## src/rtl/wb_soc_slave_pkg.sv

```systemverilog
// Register map and STATUS layout shared by the Video-In Wishbone register slave.
package wb_soc_slave_pkg;

    localparam logic [1:0] REG_ADDR     = 2'd0;
    localparam logic [1:0] REG_STATUS   = 2'd1;
    localparam logic [1:0] REG_IRQ_CTRL = 2'd2;
    localparam logic [1:0] REG_IRQ_ACK  = 2'd3;

    localparam int unsigned STATUS_INIT_BIT = 0;
    localparam int unsigned STATUS_PEND_BIT = 1;
    localparam int unsigned STATUS_EN_BIT   = 2;

    function automatic logic [31:0] status_word(input logic init, input logic pend,
                                                input logic en);
        logic [31:0] w;
        w                  = '0;
        w[STATUS_INIT_BIT] = init;
        w[STATUS_PEND_BIT] = pend;
        w[STATUS_EN_BIT]   = en;
        return w;
    endfunction

endpackage

```

## src/rtl/wb_soc_irq_ctrl.sv

```systemverilog
// Rising-edge interrupt capture with a maskable, software-acknowledged pending bit
// and a registered interrupt output.
module wb_soc_irq_ctrl #(
    parameter logic IRQ_EN_RESET = 1'b1
) (
    input  logic clk,
    input  logic rst_n,
    input  logic raise_irq,
    input  logic en_we,
    input  logic en_wdata,
    input  logic ack_clr,
    output logic pending,
    output logic enable,
    output logic irq
);

    logic raise_q;
    logic set_evt;

    assign set_evt = raise_irq & ~raise_q;

    always_ff @(posedge clk or negedge rst_n) begin
        if (!rst_n) begin
            raise_q <= 1'b0;
            pending <= 1'b0;
            enable  <= IRQ_EN_RESET;
            irq     <= 1'b0;
        end else begin
            raise_q <= raise_irq;
            // A new event beats a simultaneous acknowledge so no edge is lost.
            if (set_evt) begin
                pending <= 1'b1;
            end else if (ack_clr) begin
                pending <= 1'b0;
            end
            if (en_we) begin
                enable <= en_wdata;
            end
            irq <= pending & enable;
        end
    end

endmodule

```

## src/rtl/wb_soc_reg_slave.sv

```systemverilog
// Wishbone classic register slave for Video-In: frame-buffer address, status and interrupt.
// Interrupt logic is built only when WB_SOC_SLAVE_IRQ_EN is defined.
module wb_soc_reg_slave
    import wb_soc_slave_pkg::*;
#(
    parameter logic [31:0] ADDR_RESET   = 32'h0000_0000,
    parameter logic        IRQ_EN_RESET = 1'b1
) (
    input  logic        p_clk,
    input  logic        p_resetn,
    input  logic        raise_irq,
    output logic        irq,
    output logic [31:0] module_register,
    output logic        initialized,
    input  logic [31:0] p_wb_DAT_I,
    output logic [31:0] p_wb_DAT_O,
    input  logic [31:0] p_wb_ADR_I,
    output logic        p_wb_ACK_O,
    input  logic        p_wb_CYC_I,
    output logic        p_wb_ERR_O,
    input  logic        p_wb_LOCK_I,
    output logic        p_wb_RTY_O,
    input  logic [3:0]  p_wb_SEL_I,
    input  logic        p_wb_STB_I,
    input  logic        p_wb_WE_I
);

    logic [1:0]  off;
    logic        req;
    logic        wr;
    logic        rd;
    logic        ack_q;
    logic [31:0] dat_o_q;
    logic [31:0] addr_q;
    logic [31:0] addr_d;
    logic        init_q;
    logic [31:0] rdata;
    logic        pending;
    logic        enable;
    logic        unused;

    assign off = p_wb_ADR_I[3:2];
    // ACK in flight blocks re-execution, so a held strobe completes every second cycle.
    assign req = p_wb_CYC_I & p_wb_STB_I & ~ack_q;
    assign wr  = req & p_wb_WE_I;
    assign rd  = req & ~p_wb_WE_I;

`ifdef WB_SOC_SLAVE_IRQ_EN
    logic en_we;
    logic ack_clr;

    assign en_we   = wr & (off == REG_IRQ_CTRL) & p_wb_SEL_I[0];
    assign ack_clr = wr & (off == REG_IRQ_ACK) & p_wb_SEL_I[0] & p_wb_DAT_I[0];

    wb_soc_irq_ctrl #(
        .IRQ_EN_RESET (IRQ_EN_RESET)
    ) u_irq_ctrl (
        .clk       (p_clk),
        .rst_n     (p_resetn),
        .raise_irq (raise_irq),
        .en_we     (en_we),
        .en_wdata  (p_wb_DAT_I[0]),
        .ack_clr   (ack_clr),
        .pending   (pending),
        .enable    (enable),
        .irq       (irq)
    );

    assign unused = ^{p_wb_ADR_I[31:4], p_wb_ADR_I[1:0], p_wb_LOCK_I};
`else
    assign pending = 1'b0;
    assign enable  = 1'b0;
    assign irq     = 1'b0;
    assign unused  = ^{p_wb_ADR_I[31:4], p_wb_ADR_I[1:0], p_wb_LOCK_I, raise_irq,
                       IRQ_EN_RESET};
`endif

    always_comb begin
        addr_d = addr_q;
        if (wr && (off == REG_ADDR)) begin
            for (int b = 0; b < 4; b++) begin
                if (p_wb_SEL_I[b]) begin
                    addr_d[8*b +: 8] = p_wb_DAT_I[8*b +: 8];
                end
            end
        end
    end

    always_comb begin
        rdata = '0;
        case (off)
            REG_ADDR:     rdata = addr_q;
            REG_STATUS:   rdata = status_word(init_q, pending, enable);
            REG_IRQ_CTRL: rdata = {31'b0, enable};
            default:      rdata = '0;
        endcase
    end

    always_ff @(posedge p_clk or negedge p_resetn) begin
        if (!p_resetn) begin
            ack_q   <= 1'b0;
            dat_o_q <= '0;
            addr_q  <= ADDR_RESET;
            init_q  <= 1'b0;
        end else begin
            ack_q  <= req;
            addr_q <= addr_d;
            if (rd) begin
                dat_o_q <= rdata;
            end
            if (wr && (off == REG_ADDR) && (|p_wb_SEL_I)) begin
                init_q <= 1'b1;
            end
        end
    end

    assign p_wb_ACK_O      = ack_q;
    assign p_wb_DAT_O      = dat_o_q;
    assign p_wb_ERR_O      = 1'b0;
    assign p_wb_RTY_O      = 1'b0;
    assign module_register = addr_q;
    assign initialized     = init_q;

endmodule

```

## config.mk

```make
export PLATFORM = sky130hd
export DESIGN_NAME = wb_soc_reg_slave
export DESIGN_NICKNAME = d
export VERILOG_FILES = /design/src/rtl/wb_soc_slave_pkg.sv /design/src/rtl/wb_soc_irq_ctrl.sv /design/src/rtl/wb_soc_reg_slave.sv
export SDC_FILE = /design/constraint.sdc
export NUM_CORES = 1
export LEC_CHECK = 0
export BUFFER_PORTS_ARGS = -buffer_cell sky130_fd_sc_hd__buf_2
export CAP_MARGIN = 5
export CORE_MARGIN = 5
export CORE_UTILIZATION = 48
export CTS_CLUSTER_SIZE = 25
export DETAILED_ROUTE_END_ITERATION = 8
export MAX_ROUTING_LAYER = met4
export PLACE_DENSITY = 0.85
export SLEW_MARGIN = 5
export SYNTH_ARGS = -nofsm -noshare
export SYNTH_HDL_FRONTEND = slang
export SYNTH_SLANG_ARGS = --single-unit
```

## constraint.sdc

```tcl
create_clock -name p_clk -period 1.9 [get_ports p_clk]
set_input_delay 0.19 -clock p_clk [delete_from_list [all_inputs] [get_ports p_clk]]
set_output_delay 0.19 -clock p_clk [all_outputs]
set_load 0.01 [all_outputs]
```

## Word-level counts from Yosys, hierarchy flattened

Index checks and enable logic that the tools add are counted.

| cells by class | value |
|---|---|
| multiplexer cells | 1 |
| reduce and logical (&&, ||, !) cells | 8 |
| eq/ne operators | 1 |
| bitwise gates (word level) | 6 |

Operator list:

| cell | number |
|---|---|
| 32-bit one-hot mux with 2 select lines | 1 |
| 2-bit AND reduction | 4 |
| 1-bit bitwise AND | 4 |
| 4-bit OR reduction | 1 |
| 2-bit by 1-bit == test with 1-bit output, second input constant | 1 |
| 1-bit logical AND | 2 |
| 2-bit zero test | 1 |
| 1-bit inverter | 2 |

| word-level totals | value |
|---|---|
| output and inout port bits | 69 |
| word-level logic and storage cells | 23 |
| input bits | 75 |
| register bits | 66 |

## Longest topological paths before layout

Gate-level depths: netlist (run 1).

| depth | value |
|---|---|
| depth after elaboration | 5 |
| depth in mapped cells | 6 |
| depth with buffers taken out | 3 |

## Least setup slack after synthesis (run 1)

No wires, ideal clock.

| timing | value |
|---|---|
| path type | flip-flop to flip-flop |
| from | register ack_q, in the netlist p_wb_ACK_O |
| to | register addr_q[0], in the netlist module_register[0] |
| cell stages (with the launch flop) | 5 |
| library setup time | 0.125 ns |
| buffers on the path | 1 |
| setup slack | 0.555 ns |
| required time | 1.775 ns |
| clock period less this slack | 1.345 ns |
| data arrival time | 1.221 ns |
| path through | dfrtp_1 > and3b_2 > buf_6 > nand4_4 > mux2_2 |

| between the ends | value |
|---|---|
| cells in the longest elaborated chain, start to end | 5 |

Ends and longest elaborated chain:

| item | line | text |
|---|---|---|
| start, declared | wb_soc_reg_slave.sv:32 | `logic ack_q;` |
| start signal, assigned | wb_soc_reg_slave.sv:106 | `ack_q <= req;` |
| 1-bit inverter | wb_soc_reg_slave.sv:44 | `assign req = p_wb_CYC_I & p_wb_STB_I & ~ack_q;` |
| 1-bit bitwise AND | wb_soc_reg_slave.sv:44 |  |
| via req | wb_soc_reg_slave.sv:29 | `logic req;` |
| 1-bit bitwise AND | wb_soc_reg_slave.sv:45 | `assign wr = req & p_wb_WE_I;` |
| 1-bit logical AND | wb_soc_reg_slave.sv:80 | `if (wr && (off == REG_ADDR)) begin` |
| 2-bit AND reduction (no source line) | n/a |  |
| end signal, assigned | wb_soc_reg_slave.sv:107 | `addr_q <= addr_d;` |
| end, declared | wb_soc_reg_slave.sv:34 | `logic [31:0] addr_q;` |

The timed path passes the listed nets, and every way through them passes these cells.
A chain may end at the register's enable or synchronous reset.

## Final worst setup path (run 1)

| timing | value |
|---|---|
| from | register ack_q, in the netlist p_wb_ACK_O |
| to | register addr_q[3], in the netlist module_register[3] |

| between the ends | value |
|---|---|
| cells in the longest elaborated chain, start to end | 5 |

Ends and longest elaborated chain:

| item | line |
|---|---|
| 1-bit inverter | wb_soc_reg_slave.sv:44 |
| 1-bit bitwise AND | wb_soc_reg_slave.sv:44 |
| 1-bit bitwise AND | wb_soc_reg_slave.sv:45 |
| 1-bit logical AND | wb_soc_reg_slave.sv:80 |
| 2-bit AND reduction (no source line) | n/a |

No other way between the ends.

==> results.ini, run 1 <==
[sta]
fin_skew_ps = 4.61
hold_ws_ps = 96.4
hold_violations = 0
rsz0062_at_grt = false
max_freq_ghz = 0.688
setup_viol = 0
fin_crit_sh = 0.765
period_needed_ps = 1450
setup-tns-final_ps = 0
fin_ws_ps = 446
slew_viol_final = 0

[critical_path]
worst-endpoint-arrival_ps = 1660
cp_slowest_cell = and3b_2
cp_top_family = simple AND/OR/NAND/NOR gates
path_cells = and3b_2, nand4_4, mux2_2
end_kind = flop
cp-start-kind = flop
rr_worst_depth = 3
worst_ep_required_time_ps = 2100
cp_num_cells = 3
critPathKind = reg2reg
slowest_delay_ps = 390
worstPathMaxFanout = 8
crit_buf_inv = 0

[pwr]
switching_share = 0.270
p_clk_frac = 0.288
comb_power_share = 0.185
internal_power_mw = 2.38
ir_drop_uv = 499
power_switching_uw = 878
power.leakage_nw = 1.80
power_density_mw_per_mm2 = 952
power_frac_seq = 0.526

[die]
ios = 144
die_area_mm2 = 0.00714
rows = 27
die_y_um = 84.5
initial_utilization = 0.490
core_area_mm2 = 0.00544
die_w_um = 84.5

[route]
dr_total_vias = 1957
wl_per_cell_um = 14.2
wl_um = 5750
viasPerCell = 4.84
ant_nets = 0
detail_route.first_pass.iterations = 4
drc_errors = 0
drtIter0Drc = 59

[yosys]
synth_cell_types = 18
syn_avg_cell_area_um2 = 12.2
async_flop_share = 1.00
postSynthCellCount = 219
ys.flop_type = dfrtp_1
synth_edf_count = 0
yosysMostFrequentCell = dfrtp_1
syn_area_mm2 = 0.00266
ys_warn_count = 0
synthTopCellsByArea = dfrtp_1, mux2_2, nand2_1
yosys.area.top_type = dfrtp_1
synth_common_cells = dfrtp_1, nand2_1, mux2_2
netlist.area_leader.share = 0.620
synth_seq_cells = 66
ys_seq_area_frac = 0.620

[placement]
numPortBuffers = 108
place_congestion = 0.711
post-dp-hpwl_um = 4190
post-place-ws_ps = 428
dpl_cell_area_mm2 = 0.00326

[global_route]
antenna_found_initial = 0
grt-ovfl-total = 0
grt_pass1_wl_um = 9950
grt_use_total = 0.180
grt_pass1_vias = 2123
grt_max_degree = 67

[clock_tree]
clk_pin_slew_ps = 60
cts_buffers = 9
post_cts_resized = 0
cts_max_level = 3
worstSkewPairLatency_ps = 320
cts_sinks = 66
clock_path_buffers = 2
cts_root_buffer = clkbuf_8
tritoncts = built

[cells_and_area]
syn_to_final_growth_pct = 28.5
drive_above_1_share = 0.482
diodes = 0
final_cell_area_mm2 = 0.00342
nNetsFinal = 404

[min_path]
hold_path.class = in2reg
min_path_cells = 2

[outcome]
status = finished clean

[job]
maxCapViolCount = 0

-- area by class of cell --
type | instances | area, um^2
fillers | 454 | 2020
multi-input cells | 140 | 930
clock buffers | 14 | 153
well taps | 72 | 90.1
flip-flops and latches | 66 | 1650
repair buffers | 112 | 598
-- per-layer routing --
layer,GRT usage,part of all wire
met1,0.208,0.41
met2,0.293,0.50
met3,0.0569,0.090
met4,0.0662,0.0096
met5,-,0
-- cells by family (layout without fill, tap and decap cells) --
kind of cell | after synthesis | after routing | synth area share
buf+inv | 15 | 126 | 0.0357
flops | 66 | 66 | 0.620
mux | 33 | 33 | 0.139
simple gates | 71 | 71 | 0.139
compound gates | 33 | 33 | 0.0648
other cells | 1 | 3 | 0.00141
-- path summary, 6_finish.rpt --
path | start | to | slack (ps)
worst max-delay path | p_wb_ACK_O$_DFF_PN0_ | module_register[3]$_DFFE_PN0P_ | 450
worst min-delay path | p_wb_DAT_I[1] | module_register[1]$_DFFE_PN0P_ | 100
worst max register to register | p_wb_ACK_O$_DFF_PN0_ | module_register[3]$_DFFE_PN0P_ | 450
worst min register to register | p_wb_DAT_O[14]$_DFFE_PN0P_ | p_wb_DAT_O[14]$_DFFE_PN0P_ | 480
max in group asynchronous | p_resetn | module_register[14]$_DFFE_PN0P_ | 1210
min in group asynchronous | p_resetn | module_register[30]$_DFFE_PN0P_ | 420
-- registers in the layout, indices dropped and copies added, names as in the netlist --
register         count
p_wb_DAT_O          32
p_wb_ACK_O           1
module_register     32
initialized          1
-- cells in the final DEF, fill, tap and decap left out, drive strengths merged --
cell         instances
or4                  1
mux2                32
and3b                1
a41o                 1
conb                 3
nand2               63
mux2i                1
nand4bb              1
dfrtp               66
o31ai                1
o21ai               31
clkbuf              14
dlygate4sd3          1
buf                111
nor2                 1
nand4                4
-- power groups by stage --
stage / logic [mW] / registers, mW / clock network, mW
after CTS: 0.619 / 1.71 / 0.973
after floorplan: 0.215 / 1.82 / 0
after global routing: 0.670 / 1.74 / 1.05
after detailed placement: 0.617 / 1.74 / 0
final: 0.604 / 1.71 / 0.939
after global placement: 0.599 / 1.72 / 0
-- metrics by stage --
step                power [mW]  instances  utilization
global placement          2.32        389        0.599
floorplan                 2.03        221            -
global route              3.46        404        0.629
CTS                       3.31        404        0.629
detailed placement        2.35        389        0.599
finish                    3.26        404        0.629
-- repair_timing --
item	4_1_cts	5_1_grt
hold buffers	1	0
setup endpoints to repair	0	0
buffers inserted	0	0
hold endpoints to repair	66	0
(Power assumes the default switching activity.)
==> run 2: changes to the inputs <==
- CORE_UTILIZATION: 48 -> 40
- PLACE_DENSITY: 0.85 -> 0.76
- clock period: 1.9 -> 1.3 ns (I/O delays scaled with it)
==> run 2 against run 1 <==
The flow now finishes with violations (negative setup slack). Largest power group unchanged. Critical path type unchanged. Cell count increased by 2.7%. Clock skew is 4.3 ps higher. Power grew 56%. Via count increased by 3.1%.
==> results.ini, run 2 (synthesis results as in run 1) <==
[sta]
slew_viol_final = 0  ; unchanged
max_freq_ghz = 0.691  ; was 0.688 GHz
rsz0062_at_grt = true  ; was false
fin_skew_ps = 8.92  ; was 4.61 ps
hold_violations = 0  ; unchanged
fin_crit_sh = 1.11  ; was 0.765
setup_viol = 41  ; was 0
setup-tns-final_ps = -3630  ; was 0 ps
fin_ws_ps = -147  ; was 446 ps
hold_ws_ps = 20.3  ; was 96.4 ps
period_needed_ps = 1450  ; about the same

[critical_path]
cp_top_family = simple AND/OR/NAND/NOR gates  ; unchanged
cp-start-kind = flop  ; unchanged
end_kind = flop  ; unchanged
critPathKind = reg2reg  ; unchanged
r2r_slack_ps = -150  ; was 450 ps
rr_worst_depth = 3  ; unchanged
r2r-end = module_register[3]$_DFFE_PN0P_  ; unchanged
worst_ep_required_time_ps = 1520  ; was 2100 ps
path_cells = and3b_2, nand4_4, mux2_4  ; was and3b_2, nand4_4, mux2_2
crit_buf_inv = 0  ; unchanged
cp_slowest_cell = and3b_2  ; unchanged
r2r_start = p_wb_ACK_O$_DFF_PN0_  ; unchanged
worstPathMaxFanout = 8  ; unchanged
worst-endpoint-arrival_ps = 1670  ; was 1660 ps
slowest_delay_ps = 380  ; was 390 ps

[die]
die_w_um = 91.6  ; was 84.5 um
die_y_um = 91.6  ; was 84.5 um
die_area_mm2 = 0.00839  ; was 0.00714 mm^2
core_area_mm2 = 0.00642  ; was 0.00544 mm^2
rows = 29  ; was 27
ios = 144  ; unchanged
initial_utilization = 0.415  ; was 0.490

[clock_tree]
cts_buffers = 9  ; unchanged
clock_path_buffers = 2  ; unchanged
worstSkewPairLatency_ps = 330  ; was 320 ps
cts_sinks = 66  ; unchanged
tritoncts = built  ; unchanged
cts_max_level = 3  ; unchanged
cts_root_buffer = clkbuf_8  ; unchanged
clk_pin_slew_ps = 70  ; was 60 ps

[placement]
dp_cells = 395  ; was 389
post-place-ws_ps = -168  ; was 428 ps
numPortBuffers = 108  ; unchanged
dpl_cell_area_mm2 = 0.00327  ; was 0.00326 mm^2
post-dp-hpwl_um = 4320  ; was 4190 um
place_congestion = 0.708  ; was 0.711

[global_route]
grt_max_degree = 67  ; unchanged
grt_pass1_wl_um = 9950  ; unchanged
grt_pass1_vias = 2062  ; was 2123
grt-ovfl-total = 0  ; unchanged
antenna_found_initial = 0  ; unchanged
grt_use_total = 0.155  ; was 0.180

[cells_and_area]
post-route-util = 0.548  ; was 0.629
multi_input_area_um2 = 933  ; was 930 um^2
instances_no_fill = 415  ; was 404
regArea_mm2 = 0.00165  ; unchanged
fill_cells = 577  ; was 454
nNetsFinal = 408  ; was 404
syn_to_final_growth_pct = 32.2  ; was 28.5%
diodes = 0  ; unchanged
layout.cells.most_common = buf_2  ; unchanged
final_cell_area_mm2 = 0.00352  ; was 0.00342 mm^2
mostFrequentLayoutCells = buf_2, dfrtp_1, nand2_1  ; unchanged
drive_above_1_share = 0.500  ; was 0.482

[route]
wl_um = 6220  ; was 5750 um
wl_per_cell_um = 15.0  ; was 14.2 um
viasPerCell = 4.86  ; was 4.84
drtIter0Drc = 51  ; was 59
ant_nets = 0  ; unchanged
drc_errors = 0  ; unchanged
detail_route.first_pass.iterations = 4  ; unchanged
dr_total_vias = 2017  ; was 1957

[min_path]
hold_path.class = in2reg  ; unchanged
min_from = p_wb_DAT_I[23]  ; was p_wb_DAT_I[1]
min_path_cells = 2  ; unchanged
whs_endpoint = module_register[23]$_DFFE_PN0P_  ; was module_register[1]$_DFFE_PN0P_

[pwr]
comb_power_share = 0.178  ; was 0.185
ir_drop_uv = 740  ; was 499 uV
power_density_mw_per_mm2 = 1450  ; was 952 mW/mm^2
p_clk_frac = 0.331  ; was 0.288
switching_share = 0.274  ; was 0.270
power.leakage_nw = 1.86  ; was 1.80 nW
power_switching_mw = 1.40  ; was 878 uW
power_frac_seq = 0.491  ; was 0.526
power_mw = 5.09  ; was 3.26 mW
internal_power_mw = 3.69  ; was 2.38 mW

[job]
maxCapViolCount = 0  ; unchanged

[outcome]
status = complete, but fails checks  ; was finished clean
violations = negative setup slack

==> run 2: power by group through the flow <==
stage	clock (mW)	sequential, mW	combinational [mW]
final	1.69	2.50	0.904
after global routing	1.83	2.54	0.998
after CTS	1.74	2.50	0.914
after detailed placement	0	2.54	0.902
after global placement	0	2.52	0.882
after floorplan	0	2.65	0.314
==> run 2: layer usage <==
layer | wire length, um | share of wire | track usage
met1 | 2570 | 0.41 | 0.180
met2 | 3030 | 0.49 | 0.245
met3 | 503 | 0.081 | 0.0496
met4 | 116 | 0.019 | 0.0691
met5 | 0 | 0 | -
==> run 2: cell type report <==
type | count | area share
sequential | 66 | 0.469
tap | 77 | 0.0274
multi-input combinational | 140 | 0.265
clock buffer | 11 | 0.0401
timing repair buffer | 116 | 0.183
clock inverter | 5 | 0.0153
==> run 2: worst max path at each step <==
stage                               startpoint                               to  slack, ps  cells past startpoint
after floorplan           p_wb_ACK_O$_DFF_PN0_   module_register[0]$_DFFE_PN0P_        -40                      4
after global placement    p_wb_ACK_O$_DFF_PN0_   module_register[4]$_DFFE_PN0P_       -150                      3
after detailed placement  p_wb_ACK_O$_DFF_PN0_  module_register[12]$_DFFE_PN0P_       -170                      3
after CTS                 p_wb_ACK_O$_DFF_PN0_   module_register[3]$_DFFE_PN0P_       -160                      3
after global routing      p_wb_ACK_O$_DFF_PN0_  module_register[12]$_DFFE_PN0P_       -210                      3
final                     p_wb_ACK_O$_DFF_PN0_   module_register[3]$_DFFE_PN0P_       -150                      3
==> run 2: what timing repair did <==
action / 4_1_cts / 5_1_grt
pin swaps: 2 / 1
setup endpoints to repair: 32 / 62
hold endpoints to repair: 66 / 0
buffers inserted: 2 / 0
gates resized for setup: 1 / 8
cloned: 0 / 1
hold buffers: 1 / 0
